**src/rtl/cpu_run_ctrl.sv**
```systemverilog
// Run-control sequencer for the 8-bit RISC core: debounced front-panel buttons drive
// run/pause, single-step and soft reset; CPU advance is gated through a divided enable.
module cpu_run_ctrl #(
    parameter int unsigned DIV_W = 11,
    parameter int unsigned DEB_W = 16
) (
    input  logic       CLK_12MHz,
    input  logic       RST_n,
    input  logic       btn_run_n,
    input  logic       btn_step_n,
    input  logic       btn_reset_n,
    input  logic       cpu_halt,
    input  logic       cpu_instr_done,
    output logic       cpu_en,
    output logic       cpu_soft_rst,
    output logic [1:0] state_o,
    output logic [7:0] instr_count
);

    typedef enum logic [1:0] {
        StIdle   = 2'd0,
        StRun    = 2'd1,
        StStep   = 2'd2,
        StHalted = 2'd3
    } state_e;

    localparam int NumBtn = 3;
    localparam int BtnRun = 0;
    localparam int BtnStep = 1;
    localparam int BtnReset = 2;

    localparam logic [DEB_W-1:0] DebMax = '1;
    localparam logic [DEB_W-1:0] DebOne = DEB_W'(1);
    localparam logic [DIV_W-1:0] DivMax = '1;
    localparam logic [DIV_W-1:0] DivOne = DIV_W'(1);

    logic [NumBtn-1:0] btn_raw;
    logic [NumBtn-1:0] sync1_q;
    logic [NumBtn-1:0] sync2_q;
    logic [NumBtn-1:0] deb_q;
    logic [NumBtn-1:0] deb_d;
    logic [NumBtn-1:0] press;
    logic [DEB_W-1:0]  deb_cnt_q [NumBtn];
    logic [DEB_W-1:0]  deb_cnt_d [NumBtn];

    state_e           state_q;
    state_e           state_d;
    logic [DIV_W-1:0] div_q;
    logic [DIV_W-1:0] div_d;
    logic [7:0]       count_q;
    logic [7:0]       count_d;
    logic             en_q;
    logic             en_d;
    logic             srst_q;
    logic             srst_d;

    logic wrap;
    logic active;
    logic rst_evt;
    logic run_evt;
    logic step_evt;

    assign btn_raw = {btn_reset_n, btn_step_n, btn_run_n};

    // Counter runs only while the synced level disagrees with the debounced one; any
    // bounce back to agreement clears it. Press fires on the clock the level falls.
    always_comb begin
        for (int i = 0; i < NumBtn; i++) begin
            deb_d[i]     = deb_q[i];
            deb_cnt_d[i] = deb_cnt_q[i];
            press[i]     = 1'b0;
            if (sync2_q[i] == deb_q[i]) begin
                deb_cnt_d[i] = '0;
            end else if (deb_cnt_q[i] == DebMax) begin
                deb_d[i]     = sync2_q[i];
                deb_cnt_d[i] = '0;
                press[i]     = deb_q[i];
            end else begin
                deb_cnt_d[i] = deb_cnt_q[i] + DebOne;
            end
        end
    end

    always_ff @(posedge CLK_12MHz or negedge RST_n) begin
        if (!RST_n) begin
            sync1_q <= '1;
            sync2_q <= '1;
            deb_q   <= '1;
            for (int i = 0; i < NumBtn; i++) begin
                deb_cnt_q[i] <= '0;
            end
        end else begin
            sync1_q <= btn_raw;
            sync2_q <= sync1_q;
            deb_q   <= deb_d;
            for (int i = 0; i < NumBtn; i++) begin
                deb_cnt_q[i] <= deb_cnt_d[i];
            end
        end
    end

    assign rst_evt  = press[BtnReset];
    assign run_evt  = press[BtnRun];
    assign step_evt = press[BtnStep];
    assign wrap     = (div_q == DivMax);
    assign active   = (state_q == StRun) || (state_q == StStep);

    always_comb begin
        state_d = state_q;
        if (rst_evt) begin
            state_d = StIdle;
        end else begin
            unique case (state_q)
                StIdle: begin
                    if (run_evt) begin
                        state_d = StRun;
                    end else if (step_evt) begin
                        state_d = StStep;
                    end
                end
                StRun: begin
                    if (cpu_halt) begin
                        state_d = StHalted;
                    end else if (run_evt) begin
                        state_d = StIdle;
                    end
                end
                StStep: begin
                    if (cpu_halt) begin
                        state_d = StHalted;
                    end else if (cpu_instr_done) begin
                        state_d = StIdle;
                    end
                end
                StHalted: begin
                    state_d = StHalted;
                end
                default: begin
                    state_d = StIdle;
                end
            endcase
        end
    end

    always_comb begin
        div_d   = rst_evt ? '0 : div_q + DivOne;
        // Enable only when staying in RUN/STEP, so leaving never emits a trailing pulse.
        en_d    = wrap && active && (state_d == state_q);
        srst_d  = rst_evt;
        count_d = count_q;
        if (rst_evt) begin
            count_d = '0;
        end else if (cpu_instr_done && active) begin
            count_d = count_q + 8'd1;
        end
    end

    always_ff @(posedge CLK_12MHz or negedge RST_n) begin
        if (!RST_n) begin
            state_q <= StIdle;
            div_q   <= '0;
            count_q <= '0;
            en_q    <= 1'b0;
            srst_q  <= 1'b0;
        end else begin
            state_q <= state_d;
            div_q   <= div_d;
            count_q <= count_d;
            en_q    <= en_d;
            srst_q  <= srst_d;
        end
    end

    assign cpu_en       = en_q;
    assign cpu_soft_rst = srst_q;
    assign state_o      = state_q;
    assign instr_count  = count_q;

endmodule

```
**config.mk**
```make
export PLATFORM = sky130hd
export DESIGN_NAME = cpu_run_ctrl
export DESIGN_NICKNAME = d
export VERILOG_FILES = /design/src/rtl/cpu_run_ctrl.sv
export SDC_FILE = /design/constraint.sdc
export NUM_CORES = 1
export LEC_CHECK = 0
export BUFFER_PORTS_ARGS = -buffer_cell sky130_fd_sc_hd__clkbuf_2
export CAP_MARGIN = 5
export CELL_PAD_IN_SITES_DETAIL_PLACEMENT = 2
export CELL_PAD_IN_SITES_GLOBAL_PLACEMENT = 2
export CORE_MARGIN = 2
export CORE_UTILIZATION = 40
export DETAILED_ROUTE_END_ITERATION = 7
export MAX_ROUTING_LAYER = met4
export PLACE_DENSITY = 0.89
export SYNTH_ARGS = -nofsm -noshare
export SYNTH_HDL_FRONTEND = slang
export SYNTH_SLANG_ARGS = --single-unit
```
**constraint.sdc**
```tcl
create_clock -name CLK_12MHz -period 2.8 [get_ports CLK_12MHz]
set_input_delay 0.28 -clock CLK_12MHz [delete_from_list [all_inputs] [get_ports CLK_12MHz]]
set_output_delay 0.28 -clock CLK_12MHz [all_outputs]
set_load 0.005 [all_outputs]
```
==> flow_summary.json, run 1 <==
{
  "status": "complete, no violations",
  "async_flop_share_pct": 100,
  "drc": 0,
  "crit_path_max_fanout": 5,
  "hold_path_depth": 1,
  "leakage_nw": 1.85,
  "drt_iter0_drc": 35,
  "ys_ff_latch": 80,
  "io_pins": 19,
  "wl_per_cell_um": 18.6,
  "fin_crit_sh_pct": 83.4,
  "worst-r2r-cell-count": 7,
  "clock_latency_ns": 0.36,
  "clock.fmax_mhz": 428,
  "synth_compound_area_share_pct": 5.04,
  "cts_max_path_buffers": 2,
  "dieArea_mm2": 0.0102,
  "drv_cap": 0,
  "antenna_found_initial": 0,
  "grt_max_degree": 81,
  "fp.dieH_um": 101,
  "r2r-start": "deb_cnt_q[32]",
  "nFillCells": 967,
  "multi_input_area_mm2": 0.00168,
  "synth_cells": 368,
  "root_buffer": "clkbuf_8",
  "hold_violations": 0,
  "synth_xor_area_share_pct": 12.6,
  "htreeDepth": 3,
  "setup_tns_ns": 0,
  "syn_area_mm2": 0.00375,
  "dp.final_hpwl_um": 6180,
  "synth-edff-count": 0,
  "fin_area_mm2": 0.00424,
  "hold_buffers": 2,
  "path_class": "reg2reg",
  "synth_top_family_by_area": "simple AND/OR/NAND/NOR gates",
  "slew_headroom_pct": 30.2,
  "synthToLayoutAreaGrowth_pct": 13.0,
  "rsz0062_at_grt": "false",
  "crit_path_start": "deb_cnt_q[32]",
  "cts_resized": 0,
  "netlist-cell-type-count": 38,
  "wl_um": 9470,
  "cts.sinks": 80,
  "synthMuxAreaShare_pct": 1.17,
  "cts_tree": "done",
  "place_area_mm2": 0.00397,
  "arrival_ns": 2.61,
  "synth_warnings": 0,
  "syn_nets": 384,
  "tightest_slew_ns": 1.05,
  "vias_per_cell": 5.47,
  "finalSetupViolations": 0,
  "vias": 2789,
  "hold_class": "in2reg",
  "power_density_mw_per_mm2": 701,
  "cts_setup_buffers": 0,
  "crit_required_ns": 3.08,
  "grt_util_all_layers_pct": 20.7,
  "worstSetupEndpoint": "cpu_en",
  "gp_congestion": 0.765,
  "synth-simple-area-share_pct": 23.1,
  "grt_pass1_vias": 3204,
  "yosysSeqAreaShare_pct": 53.7,
  "skew_ns": 0.0141,
  "r2r_slack_ns": 0.47,
  "synth.avg_cell_area_um2": 10.2,
  "grt_pass1_wl_um": 15900,
  "first_pass_iters": 4,
  "ir_drop_uv": 282,
  "rows": 35,
  "regArea_mm2": 0.00201,
  "final_antenna_net_count": 0,
  "start_kind": "flip-flop",
  "min_period_ns": 2.33,
  "start_util_pct": 41.0,
  "n_antenna_cell": 0,
  "nNetsFinal": 410,
  "io_buffer_count": 18,
  "coreArea_mm2": 0.00915,
  "final_max_slew_viol_count": 0,
  "synthAdderAreaFrac_pct": 3.00,
  "post_route_cells_drive_above_1_share_pct": 14.8,
  "synth_ff_type": "dfrtp_1",
  "grt_overflow_total": 0,
  "die_w_um": 101,
  "cts_inserted_buffers": 9,
  "worst_setup_hold_path_clk_slew_ns": 0.09,
  "endpoint_kind": "flip-flop",
  "r2r_end": "cpu_en"
}
-- layout by cell type, fill, tap and decap left out, types with 2 or more instances in the layout --
| cell type | n |
|---|---|
| a211oi_1 | 2 |
| a21oi_1 | 9 |
| and2_1 | 4 |
| and3_1 | 8 |
| and4_1 | 5 |
| buf_4 | 2 |
| bufinv_16 | 3 |
| clkbuf_2 | 17 |
| clkbuf_8 | 10 |
| clkinv_4 | 3 |
| dfrtp_1 | 71 |
| dfstp_2 | 9 |
| dlygate4sd3_1 | 2 |
| ha_1 | 9 |
| inv_1 | 8 |
| mux2_2 | 3 |
| nand2_1 | 24 |
| nand2b_1 | 6 |
| nand3_1 | 24 |
| nand4_1 | 13 |
| nor2_1 | 73 |
| nor2b_1 | 3 |
| o21ai_0 | 9 |
| o22ai_1 | 3 |
| or2_2 | 4 |
| or3_1 | 7 |
| xnor2_1 | 20 |
| xor2_1 | 34 |
-- worst min path at each step --
stage,start,to,slack (ns)
finish,btn_step_n,sync1_q[1],0.03
global route,btn_step_n,sync1_q[1],0.002
CTS,btn_step_n,sync1_q[1],0.01
floorplan,RST_n,cpu_en,-0.02
detailed placement,sync1_q[1],sync2_q[1],0.35
global placement,sync1_q[0],sync2_q[0],0.35
-- metrics by stage --
| step | instances | util [%] | hold WS [ns] | setup slack (ns) | power (mW) |
|---|---|---|---|---|---|
| after floorplan | 368 | - | -0.0156 | 0.729 | 1.68 |
| after global placement | 492 | 43.3 | 0.347 | 0.663 | 1.84 |
| after detailed placement | 492 | 43.3 | 0.351 | 0.534 | 1.89 |
| after CTS | 510 | 46.3 | 0.0110 | 0.467 | 3.00 |
| after global routing | 510 | 46.3 | 0.00185 | 0.356 | 3.12 |
| final | 510 | 46.3 | 0.0264 | 0.466 | 2.97 |
-- state kept, by name, indices dropped and copies added (netlist names) --
| register | flops |
|---|---|
| deb_cnt_q | 48 |
| div_q | 11 |
| instr_count | 8 |
| deb_q | 3 |
| sync1_q | 3 |
| sync2_q | 3 |
| state_o | 2 |
| cpu_en | 1 |
| cpu_soft_rst | 1 |
-- synthesized netlist by cell type, drive strengths merged, types with 2 or more instances --
master,count,area share [%]
a211oi,2,0.40
a21oi,9,1.2
a31oi,2,0.50
and2,4,0.67
and3,9,1.5
and4,5,1.2
clkbuf,5,0.50
dfrtp,71,47
dfstp,9,6.3
ha,9,3.0
inv,8,0.80
mux2,3,0.90
nand2,24,2.4
nand2b,6,1.0
nand3,25,3.5
nand4,13,2.2
nor2,73,7.3
nor2b,3,0.50
o21ai,9,1.2
o22ai,3,0.50
or2,5,0.90
or3,7,1.2
or4,2,0.50
xnor2,20,4.7
xor2,34,7.9
-- cell type report --
type	instances	area share, %
Sequential cell	80	47.5
Multi-Input combinational cell	274	39.7
Tap cell	111	3.28
Clock buffer	10	3.25
Timing Repair Buffer	21	2.83
Clock inverter	6	2.74
Inverter	8	0.708
-- per-layer routing --
layer	global-route usage [%]	share of wire, %	vias to the layer above	wire length [µm]
met4	8.64	2.0	0	189
met2	36.1	53	33	5040
met3	3.26	1.9	18	182
met5	-	0	-	0
met1	23.6	43	1443	4060
li1	-	-	1295	-
-- worst max-delay path: stages (launching register included) --
cell and delay (ns):
dfrtp_1 0.42, ha_1 0.26, nand3_2 0.14, or4_4 0.60
or2_4 0.27, o211ai_2 0.22, a31oi_2 0.08, a221oi_2 0.28
-- logic make-up (layout without fill, tap and decap cells) --
group	count (synthesis)	in the layout
AOI/OAI and AO/OA	29	29
xor gates and xnor gates	54	54
adders and majority gates	9	9
buffers and inverters	14	45
DFF	80	80
muxes	4	4
and+or+nand+nor	178	178
-- power by group --
group          internal (mW)  switching [mW]
logic                  0.219           0.332
registers               1.23           0.113
clock network          0.622           0.458
Note: power is estimated with default switching activity, not from simulation.
==> run 2, diff against run 1 <==
- clock period: 2.8 -> 2.3 ns (I/O delays scaled with it)
==> flow_summary.json, run 2 (synthesis gave the netlist of run 1 again) <==
{
  "cts_inserted_buffers": 9,
  "worst_setup_hold_path_clk_slew_ns": 0.09,
  "coreArea_mm2": 0.00915,
  "vias": 2827,
  "start_util_pct": 41.0,
  "clock.fmax_mhz": 447,
  "tightest_slew_ns": 0.541,
  "vias_per_cell": 5.45,
  "dieArea_mm2": 0.0102,
  "leakage_nw": 1.86,
  "final_common_cell": "nor2_1",
  "start_kind": "flip-flop",
  "largest_reg_flops": 48,
  "path_class": "reg2reg",
  "power_density_mw_per_mm2": 787,
  "die_w_um": 101,
  "fin_crit_sh_pct": 97.3,
  "io_buffer_count": 18,
  "hold_violations": 0,
  "final_max_slew_viol_count": 0,
  "fp.dieH_um": 101,
  "crit_path_max_fanout": 5,
  "grt_util_all_layers_pct": 22.6,
  "slew_headroom_pct": 64.0,
  "endpoint_kind": "flip-flop",
  "ir_drop_uv": 322,
  "synthToLayoutAreaGrowth_pct": 13.8,
  "cts.sinks": 80,
  "finalSetupViolations": 0,
  "finalWorstSetupSlack_ns": 0.0626,
  "skew_ns": 0.0165,
  "drt_iter0_drc": 105,
  "largest-register": "deb_cnt_q",
  "rows": 35,
  "grt_overflow_total": 0,
  "cts_tree": "done",
  "arrival_ns": 2.49,
  "nNetsFinal": 419,
  "dp.final_hpwl_um": 6660,
  "antenna_found_initial": 0,
  "status": "complete, no violations",
  "final_cell_mix": "nor2_1 (73), dfrtp_1 (70), xor2_1 (34)",
  "grt_pass1_wl_um": 17000,
  "power_mw": 3.36,
  "first_pass_iters": 4,
  "clock_latency_ns": 0.37,
  "place_area_mm2": 0.00402,
  "n_antenna_cell": 0,
  "cts_max_path_buffers": 2,
  "crit_required_ns": 2.56,
  "grt_max_degree": 81,
  "wl_per_cell_um": 19.8,
  "drv_cap": 0,
  "nFillCells": 967,
  "wl_um": 10300,
  "drc": 0,
  "fin_area_mm2": 0.00427,
  "root_buffer": "clkbuf_8",
  "pre_cts_ws_ns": -0.0488,
  "grt_pass1_vias": 3354,
  "htreeDepth": 3,
  "gp_congestion": 0.765,
  "hold_class": "reg2reg",
  "final_antenna_net_count": 0,
  "min_period_ns": 2.24,
  "regArea_mm2": 0.00201,
  "io_pins": 19,
  "post_route_cells_drive_above_1_share_pct": 16.9,
  "multi_input_area_mm2": 0.00169,
  "rsz0062_at_grt": "false"
}
run 2: changes by cell type in the layout (fill, tap and decap cells not counted), sizes merged:
cell | previous run | this run
buf | 2 | 9
bufinv | 3 | 0
clkbuf | 27 | 26
clkinv | 3 | 1
clkinvlp | 0 | 2
dlygate4sd3 | 2 | 4
inv | 8 | 12
run 2: repair_timing:
item,in CTS,in global routing
setup buffers,2,0
pin swaps,0,2
endpoints found under the hold margin,74,0
cloned,0,0
resized for setup,2,2
hold buffers,4,0
endpoints found under the setup margin,1,1
run 2: final timing paths:
kind,to,slack [ns],start,cells after the start
worst max-delay path,cpu_en,0.06,deb_cnt_q[40],6
worst min-delay path,sync2_q[0],0.36,sync1_q[0],0
worst max register to register,cpu_en,0.06,deb_cnt_q[40],6
worst min register to register,sync2_q[0],0.36,sync1_q[0],0
max in group asynchronous,sync1_q[2],1.50,RST_n,3
min in group asynchronous,deb_cnt_q[22],0.43,RST_n,3
run 2: area by class of cell:
type	count	area share (%)
Clock buffer	9	2.90
Clock inverter	7	1.44
Inverter	8	0.704
Multi-Input combinational cell	274	39.7
Sequential cell	80	47.2
Tap cell	111	3.25
Timing Repair Buffer	30	4.81
run 2: metal layers:
metal  wire, µm  global-route usage [%]  up-vias  part of all wire [%]
met3        263                    5.76       19                   2.6
met5          0                       -        -                     0
met2       5550                    40.4       48                    54
met4        186                    7.69        0                   1.8
met1       4310                    24.3     1451                    42
li1           -                       -     1309                     -
run 2: worst max-delay path, cell delays in order, from the launching register on:
cell	delay [ns]
dfrtp_1	0.46
nand4_1	0.22
or4_4	0.58
or2_4	0.27
o211ai_2	0.21
a31oi_2	0.08
a221oi_2	0.31
run 2: report_power, final:
| part | leakage [nW] | internal, mW | switching [mW] | total, mW |
|---|---|---|---|---|
| logic | 0.720 | 0.305 | 0.436 | 0.741 |
| clock network | 0.0888 | 0.413 | 0.598 | 1.01 |
| registers | 1.05 | 1.50 | 0.110 | 1.61 |
run 2: metrics by stage:
| step | hold slack (ns) | util [%] | setup TNS, ns | std cells |
|---|---|---|---|---|
| 2_1_floorplan | -0.0656 | - | 0 | 368 |
| 6_report | 0.361 | 46.6 | 0 | 519 |
| 5_1_grt | 0.370 | 46.6 | 0 | 519 |
| 3_3_place_gp | 0.295 | 43.9 | 0 | 497 |
| 3_5_place_dp | 0.294 | 43.9 | -0.0488 | 497 |
| 4_1_cts | 0.361 | 46.5 | 0 | 519 |
